==> config.mk <==
export PLATFORM = sky130hd
export DESIGN_NAME = tawas_ls_pipe
export DESIGN_NICKNAME = d
export VERILOG_FILES = /design/src/rtl/tawas_ls_pkg.sv /design/src/rtl/tawas_ls_fifo.sv /design/src/rtl/tawas_ls_pipe.sv
export SDC_FILE = /design/constraint.sdc
export NUM_CORES = 1
export LEC_CHECK = 0
export CAP_MARGIN = 0
export CORE_UTILIZATION = 52
export CTS_CLUSTER_SIZE = 12
export DETAILED_ROUTE_END_ITERATION = 6
export PLACE_DENSITY = 0.87
export SETUP_SLACK_MARGIN = 0.4
export SYNTH_ARGS = -nofsm -noshare
export SYNTH_HDL_FRONTEND = slang
export SYNTH_SLANG_ARGS = --single-unit
==> constraint.sdc <==
create_clock -name i_clk -period 7.7 [get_ports i_clk]
set_input_delay 1.155 -clock i_clk [delete_from_list [all_inputs] [get_ports i_clk]]
set_output_delay 1.155 -clock i_clk [all_outputs]
set_load 0.05 [all_outputs]
==> src/rtl/tawas_ls_pkg.sv <==
// Shared types and lane helpers for the tawas load/store pipe.
// Size encodings, load-queue entry metadata, byte-lane mask/replicate/extract functions.
package tawas_ls_pkg;

    typedef enum logic [1:0] {
        LS_BYTE = 2'd0,
        LS_HALF = 2'd1,
        LS_WORD = 2'd2,
        LS_RSVD = 2'd3
    } ls_size_e;

    // Per-load metadata kept until the response returns; the destination register is appended.
    typedef struct packed {
        ls_size_e   size;
        logic       sgn;
        logic [1:0] lane;
    } ls_meta_t;

    localparam int unsigned LS_META_W = $bits(ls_meta_t);

    function automatic logic [3:0] ls_lane_mask(ls_size_e size, logic [1:0] lane);
        logic [3:0] mask;
        case (size)
            LS_BYTE: mask = 4'b0001 << lane;
            LS_HALF: mask = lane[1] ? 4'b1100 : 4'b0011;
            default: mask = 4'b1111;
        endcase
        return mask;
    endfunction

    function automatic logic [31:0] ls_lane_data(ls_size_e size, logic [31:0] wd);
        logic [31:0] data;
        case (size)
            LS_BYTE: data = {4{wd[7:0]}};
            LS_HALF: data = {2{wd[15:0]}};
            default: data = wd;
        endcase
        return data;
    endfunction

    function automatic logic [31:0] ls_extract(ls_meta_t meta, logic [31:0] din);
        logic [31:0] shifted;
        logic [15:0] half;
        logic [31:0] res;
        shifted = din >> {meta.lane, 3'b000};
        half    = meta.lane[1] ? din[31:16] : din[15:0];
        case (meta.size)
            LS_BYTE: res = {{24{meta.sgn & shifted[7]}}, shifted[7:0]};
            LS_HALF: res = {{16{meta.sgn & half[15]}}, half};
            default: res = din;
        endcase
        return res;
    endfunction

endpackage

==> src/rtl/tawas_ls_fifo.sv <==
// Synchronous FIFO holding outstanding-load entries, with occupancy count.
// The caller never pushes when full nor pops when empty.
module tawas_ls_fifo #(
    parameter int unsigned WIDTH = 8,
    parameter int unsigned DEPTH = 4
) (
    input  logic                     i_clk,
    input  logic                     i_rst,
    input  logic                     i_push,
    input  logic                     i_pop,
    input  logic [WIDTH-1:0]         i_wdata,
    output logic [WIDTH-1:0]         o_rdata,
    output logic [$clog2(DEPTH):0]   o_count
);

    localparam int unsigned PTR_W = $clog2(DEPTH);

    logic [WIDTH-1:0] r_mem [DEPTH];
    logic [PTR_W-1:0] r_wptr;
    logic [PTR_W-1:0] r_rptr;
    logic [PTR_W:0]   r_count;

    // DEPTH is a power of two, so pointers wrap naturally.
    always_ff @(posedge i_clk or posedge i_rst) begin
        if (i_rst) begin
            r_wptr  <= '0;
            r_rptr  <= '0;
            r_count <= '0;
        end else begin
            if (i_push) r_wptr <= r_wptr + 1'b1;
            if (i_pop)  r_rptr <= r_rptr + 1'b1;
            case ({i_push, i_pop})
                2'b10:   r_count <= r_count + 1'b1;
                2'b01:   r_count <= r_count - 1'b1;
                default: r_count <= r_count;
            endcase
        end
    end

    always_ff @(posedge i_clk) begin
        if (i_push) r_mem[r_wptr] <= i_wdata;
    end

    assign o_rdata = r_mem[r_rptr];
    assign o_count = r_count;

endmodule

==> src/rtl/tawas_ls_pipe.sv <==
// Load/store unit: req/gnt data bus, in-order load responses, pointer writeback.
// Optional misaligned-access trap when TAWAS_LS_ALIGN_CHK_EN is defined.
module tawas_ls_pipe
    import tawas_ls_pkg::*;
#(
    parameter int unsigned ADDR_W = 32,
    parameter int unsigned SEL_W  = 3,
    parameter int unsigned DEPTH  = 4
) (
    input  logic              i_clk,
    input  logic              i_rst,
    input  logic              i_op_vld,
    output logic              o_op_rdy,
    input  logic              i_op_store,
    input  logic [1:0]        i_op_size,
    input  logic              i_op_signed,
    input  logic [ADDR_W-1:0] i_op_ptr,
    input  logic [ADDR_W-1:0] i_op_ofs,
    input  logic              i_op_pre,
    input  logic              i_op_upd,
    input  logic [SEL_W-1:0]  i_op_ptr_sel,
    input  logic [SEL_W-1:0]  i_op_reg,
    input  logic [31:0]       i_op_wdata,
    output logic              o_dreq,
    input  logic              i_dgnt,
    output logic              o_dwr,
    output logic [ADDR_W-1:0] o_daddr,
    output logic [3:0]        o_dmask,
    output logic [31:0]       o_dout,
    input  logic              i_drsp_vld,
    input  logic [31:0]       i_din,
    output logic              o_ptr_upd_vld,
    output logic [SEL_W-1:0]  o_ptr_upd_sel,
    output logic [ADDR_W-1:0] o_ptr_upd,
    output logic              o_ls_load_vld,
    output logic [SEL_W-1:0]  o_ls_load_sel,
    output logic [31:0]       o_ls_load,
    output logic              o_ls_err
`ifdef TAWAS_LS_ALIGN_CHK_EN
    ,
    output logic              o_ls_align_fault
`endif
);

    localparam int unsigned CNT_W = $clog2(DEPTH) + 1;
    localparam int unsigned ENT_W = LS_META_W + SEL_W;

    logic [ADDR_W-1:0] w_ptr_sum;
    logic [ADDR_W-1:0] w_addr;
    ls_size_e          w_size;
    ls_meta_t          w_meta;
    ls_meta_t          w_head_meta;
    logic [ENT_W-1:0]  w_head;
    logic [CNT_W-1:0]  w_ld_cnt;
    logic              w_accept;
    logic              w_misal;
    logic              w_issue;
    logic              w_push;
    logic              w_rsp_ok;

    logic              r_dreq;
    logic              r_dwr;
    logic [ADDR_W-1:0] r_daddr;
    logic [3:0]        r_dmask;
    logic [31:0]       r_dout;
    logic              r_ptr_upd_vld;
    logic [SEL_W-1:0]  r_ptr_upd_sel;
    logic [ADDR_W-1:0] r_ptr_upd;
    logic              r_ls_load_vld;
    logic [SEL_W-1:0]  r_ls_load_sel;
    logic [31:0]       r_ls_load;
    logic              r_ls_err;

    assign w_ptr_sum = i_op_ptr + i_op_ofs;
    assign w_addr    = i_op_pre ? w_ptr_sum : i_op_ptr;
    assign w_size    = ls_size_e'(i_op_size);
    assign o_op_rdy  = (!r_dreq || i_dgnt) && (w_ld_cnt < CNT_W'(DEPTH));
    assign w_accept  = i_op_vld && o_op_rdy;

`ifdef TAWAS_LS_ALIGN_CHK_EN
    assign w_misal = ((w_size == LS_HALF) && w_addr[0]) ||
                     ((w_size inside {LS_WORD, LS_RSVD}) && (w_addr[1:0] != 2'b00));
`else
    assign w_misal = 1'b0;
`endif

    // A trapped access is still accepted but never reaches the bus or the queue.
    assign w_issue  = w_accept && !w_misal;
    assign w_push   = w_issue && !i_op_store;
    assign w_rsp_ok = i_drsp_vld && (w_ld_cnt != '0);

    always_comb begin
        w_meta      = '0;
        w_meta.size = w_size;
        w_meta.sgn  = i_op_signed;
        w_meta.lane = w_addr[1:0];
    end

    assign w_head_meta = ls_meta_t'(w_head[ENT_W-1:SEL_W]);

    tawas_ls_fifo #(
        .WIDTH (ENT_W),
        .DEPTH (DEPTH)
    ) u_ld_fifo (
        .i_clk   (i_clk),
        .i_rst   (i_rst),
        .i_push  (w_push),
        .i_pop   (w_rsp_ok),
        .i_wdata ({w_meta, i_op_reg}),
        .o_rdata (w_head),
        .o_count (w_ld_cnt)
    );

    // Request qualifiers only change on issue, so they stay put while waiting for grant.
    always_ff @(posedge i_clk or posedge i_rst) begin
        if (i_rst) begin
            r_dreq  <= 1'b0;
            r_dwr   <= 1'b0;
            r_daddr <= '0;
            r_dmask <= '0;
            r_dout  <= '0;
        end else if (w_issue) begin
            r_dreq  <= 1'b1;
            r_dwr   <= i_op_store;
            r_daddr <= {w_addr[ADDR_W-1:2], 2'b00};
            r_dmask <= ls_lane_mask(w_size, w_addr[1:0]);
            r_dout  <= i_op_store ? ls_lane_data(w_size, i_op_wdata) : 32'h0;
        end else if (i_dgnt) begin
            r_dreq  <= 1'b0;
        end
    end

    always_ff @(posedge i_clk or posedge i_rst) begin
        if (i_rst) begin
            r_ptr_upd_vld <= 1'b0;
            r_ptr_upd_sel <= '0;
            r_ptr_upd     <= '0;
        end else begin
            r_ptr_upd_vld <= w_accept && i_op_upd;
            if (w_accept && i_op_upd) begin
                r_ptr_upd_sel <= i_op_ptr_sel;
                r_ptr_upd     <= w_ptr_sum;
            end
        end
    end

    always_ff @(posedge i_clk or posedge i_rst) begin
        if (i_rst) begin
            r_ls_load_vld <= 1'b0;
            r_ls_load_sel <= '0;
            r_ls_load     <= '0;
            r_ls_err      <= 1'b0;
        end else begin
            r_ls_load_vld <= w_rsp_ok;
            if (w_rsp_ok) begin
                r_ls_load_sel <= w_head[SEL_W-1:0];
                r_ls_load     <= ls_extract(w_head_meta, i_din);
            end
            if (i_drsp_vld && !w_rsp_ok) r_ls_err <= 1'b1;
        end
    end

`ifdef TAWAS_LS_ALIGN_CHK_EN
    logic r_align_fault;

    always_ff @(posedge i_clk or posedge i_rst) begin
        if (i_rst) r_align_fault <= 1'b0;
        else       r_align_fault <= w_accept && w_misal;
    end

    assign o_ls_align_fault = r_align_fault;
`endif

    assign o_dreq        = r_dreq;
    assign o_dwr         = r_dwr;
    assign o_daddr       = r_daddr;
    assign o_dmask       = r_dmask;
    assign o_dout        = r_dout;
    assign o_ptr_upd_vld = r_ptr_upd_vld;
    assign o_ptr_upd_sel = r_ptr_upd_sel;
    assign o_ptr_upd     = r_ptr_upd;
    assign o_ls_load_vld = r_ls_load_vld;
    assign o_ls_load_sel = r_ls_load_sel;
    assign o_ls_load     = r_ls_load;
    assign o_ls_err      = r_ls_err;

endmodule

==> flow_summary.json <==
{
  "fmax_mhz": 253.6,
  "worst-setup-path-type": "primary input to primary output",
  "drv_slew": 0,
  "path_cells": "clkdlybuf4s50_1 > inv_1 > a21oi_1 > clkdlybuf4s50_1",
  "synth.cell_area_um2": 9588,
  "gp_congestion": 0.9673,
  "clock_latency_ps": 440,
  "finalCritPeriodShare_pct": 51.21,
  "cts_root_buffer": "clkbuf_16",
  "die_y_um": 137.8,
  "cts_buffers": 17,
  "synth_cells": 983,
  "start_kind": "primary input",
  "antenna_found_initial": 0,
  "path_delay_family": "buffers and inverters",
  "crit_buf_inv": 3,
  "ys_ff_latch": 180,
  "grt_pass1_vias": 8377,
  "h-tree-depth": 4,
  "drc_errors": 0,
  "drtIter0Drc": 481,
  "slowest_stage": "clkdlybuf4s50_1",
  "hold_violations": 0,
  "hold_ws_ps": 464.2,
  "cap_violations": 0,
  "drt_first_pass_iters": 5,
  "boundaryPins": 289,
  "path_clk_slew_ps": 70,
  "slowest_delay_ps": 870,
  "fillerInstances": 1302,
  "hold_path_depth": 2,
  "setup_viol_count_final": 0,
  "grt_pass1_wl_mm": 42.39,
  "post_dp_cell_area_um2": 12550,
  "ys_warn_count": 0,
  "grt_use_total_pct": 29.33,
  "antennaDiodeCount": 0,
  "cp.depth": 4,
  "seq_area_um2": 4664,
  "critPathMaxFanout": 3,
  "fin_crit_ps": 3943,
  "dieArea_um2": 18980,
  "postCtsHoldBufs": 0,
  "cts-resized-gates": 0,
  "irDropWorstVdd_mv": 0.3322,
  "clk_path_buf_depth": 2,
  "multi_input_area_um2": 4618,
  "async_flop_share_pct": 82.22,
  "area_growth_pct": 37.40,
  "ys_types": 60,
  "rsz0062_at_grt": "no",
  "end_kind": "primary output",
  "cp_common_cell": "clkdlybuf4s50_1",
  "coreArea_um2": 18020,
  "fin_ws_ps": 3757,
  "nNetsFinal": 1419,
  "post-route-util_pct": 73.09,
  "yosys_most_used_dff": "dfrtp_1",
  "p_leak_uw": 0.005679,
  "yosysSeqAreaShare_pct": 48.65,
  "viasPerCell": 5.738,
  "wirelength_mm": 27.63,
  "rows": 49,
  "pre_cts_slack_ps": 3414,
  "grt_overflow": 0,
  "critPathArrivalTime_ps": 2790,
  "wire_per_inst_um": 18.69,
  "final_area_um2": 13170,
  "die_x_um": 137.8,
  "powerDensity_nw_per_um2": 438.5,
  "vias": 8481,
  "cts_sinks": 180,
  "finClkSkew_ps": 16.03,
  "slew_headroom_pct": 15.38,
  "grt_max_degree": 93,
  "layout-drive-gt1-share_pct": 7.526,
  "worstMarginPinSlew_ps": 1269,
  "worstPathRequired_ps": 6550,
  "hpwl_mm": 20.02,
  "cts_tree": "yes",
  "fin_setup_tns_ps": 0,
  "ant_nets": 0,
  "avgSynthCellArea_um2": 9.754,
  "postCtsSetupBuffers": 0,
  "io_buffers": 286,
  "reg2regPathDepth": 6,
  "hp-class": "flip-flop to flip-flop",
  "start_util_pct": 53.19,
  "outcome": "finished clean",
  "synth-edff-count": 32
}
-- cell families after synthesis --
group | after synthesis | share of synthesized area [%]
AND/OR/NAND/NOR | 322 | 14.41
AO/OA/AOI/OAI | 261 | 16.63
flip-flops | 180 | 48.65
buffers and inverters | 76 | 3.249
multiplexers | 70 | 8.717
adder cells (fa/ha/maj) | 38 | 5.115
XOR/XNOR | 35 | 3.197
other | 1 | 0.03911
-- registers in the layout (all words and copies together) (netlist names) --
signal,flops
o_ptr_upd_sel,3
o_ls_err,1
o_dwr,1
u_ld_fifo.r_wptr,2
o_dreq,1
o_dmask,4
o_ptr_upd,32
o_ls_load_sel,3
o_ptr_upd_vld,1
u_ld_fifo.r_mem,32
o_daddr,30
u_ld_fifo.r_rptr,2
o_ls_load_vld,1
o_dout,32
o_ls_load,32
u_ld_fifo.o_count,3
-- placed cells by master (no fill, tap or decap), drive strengths merged, types with 3 or more instances in the layout --
master / count
mux4: 7
and2: 10
clkdlybuf4s50: 286
mux2i: 28
o21ai: 81
nand2b: 10
a211oi: 5
nand4: 3
edfxtp: 32
nor2b: 8
xor2: 14
dfrtp: 148
xnor2: 21
clkbuf: 17
a21o: 26
nand2: 170
a31oi: 23
o21bai: 4
ha: 36
a22o: 8
buf: 7
nand3: 21
nor3: 12
nor2: 75
inv: 24
o21a: 4
clkinv: 7
a21oi: 83
and3: 10
mux2: 35
o22ai: 7
-- power by group --
part / internal [µW] / leakage, µW / switching [µW] / total [µW]
logic: 1100 / 0.00329 / 2170 / 3270
registers: 1360 / 0.00209 / 249 / 1610
clock network: 447 / 0.000301 / 447 / 895
total: 2910 / 0.00568 / 2870 / 5780
-- routing by layer --
metal / routed length, µm / track usage, % / vias up
li1: - / - / 3957
met1: 11080 / 36.23 / 4073
met2: 13170 / 47.52 / 377
met3: 2539 / 9.272 / 74
met4: 839 / 12.02 / 0
met5: 0 / 0 / -
-- tightest hold or removal path, delay by kind of cell (launching register included) --
family | cells | cell delay (ps)
flops | 1 | 340
simple gates | 2 | 90
-- final timing paths --
path / startpoint / to / slack (ps)
max in group asynchronous: i_rst / o_dmask[0] / 5160
max reg2reg: u_ld_fifo.r_rptr[0] / o_ls_load[11] / 4650
min reg2reg: o_dout[2] / o_dout[2] / 460
min: o_dout[2] / o_dout[2] / 460
min in group asynchronous: i_rst / o_dout[22] / 1250
max: i_dgnt / o_op_rdy / 3760
-- cells in the mapped netlist, drive strengths merged (5+ instances only) --
master / count / area share (%)
a22o: 8 / 0.73
nor3: 12 / 0.84
a211oi: 5 / 0.39
edfxtp: 32 / 10
nand3: 21 / 1.1
a21o: 26 / 2.0
and2: 10 / 0.65
inv: 16 / 0.63
nand2: 170 / 6.7
dfrtp: 148 / 39
a31oi: 23 / 1.5
nor2b: 8 / 0.52
nand2b: 10 / 0.65
mux4: 7 / 1.6
mux2i: 28 / 2.9
nor2: 75 / 2.9
xor2: 14 / 1.3
buf: 12 / 0.72
clkbuf: 48 / 1.9
and3: 10 / 0.65
mux2: 35 / 4.1
xnor2: 21 / 1.9
o22ai: 7 / 0.46
ha: 36 / 4.7
o21ai: 81 / 4.4
a21oi: 83 / 4.4
-- cell type report --
class	count	area share (%)
flip-flops and latches	180	35.41
clock buffers	17	3.229
multi-input cells	728	35.06
well taps	229	2.175
repair buffers	293	22.13
clock inverters	15	1.510
inverters	16	0.4939
-- through the flow --
stage | instances | total power, µW
floorplan | 984 | 3782
global placement | 1446 | 4817
detailed placement | 1446 | 4880
CTS | 1478 | 5790
global route | 1478 | 6061
finish | 1478 | 5777
Power figures use the tool's default switching activity.
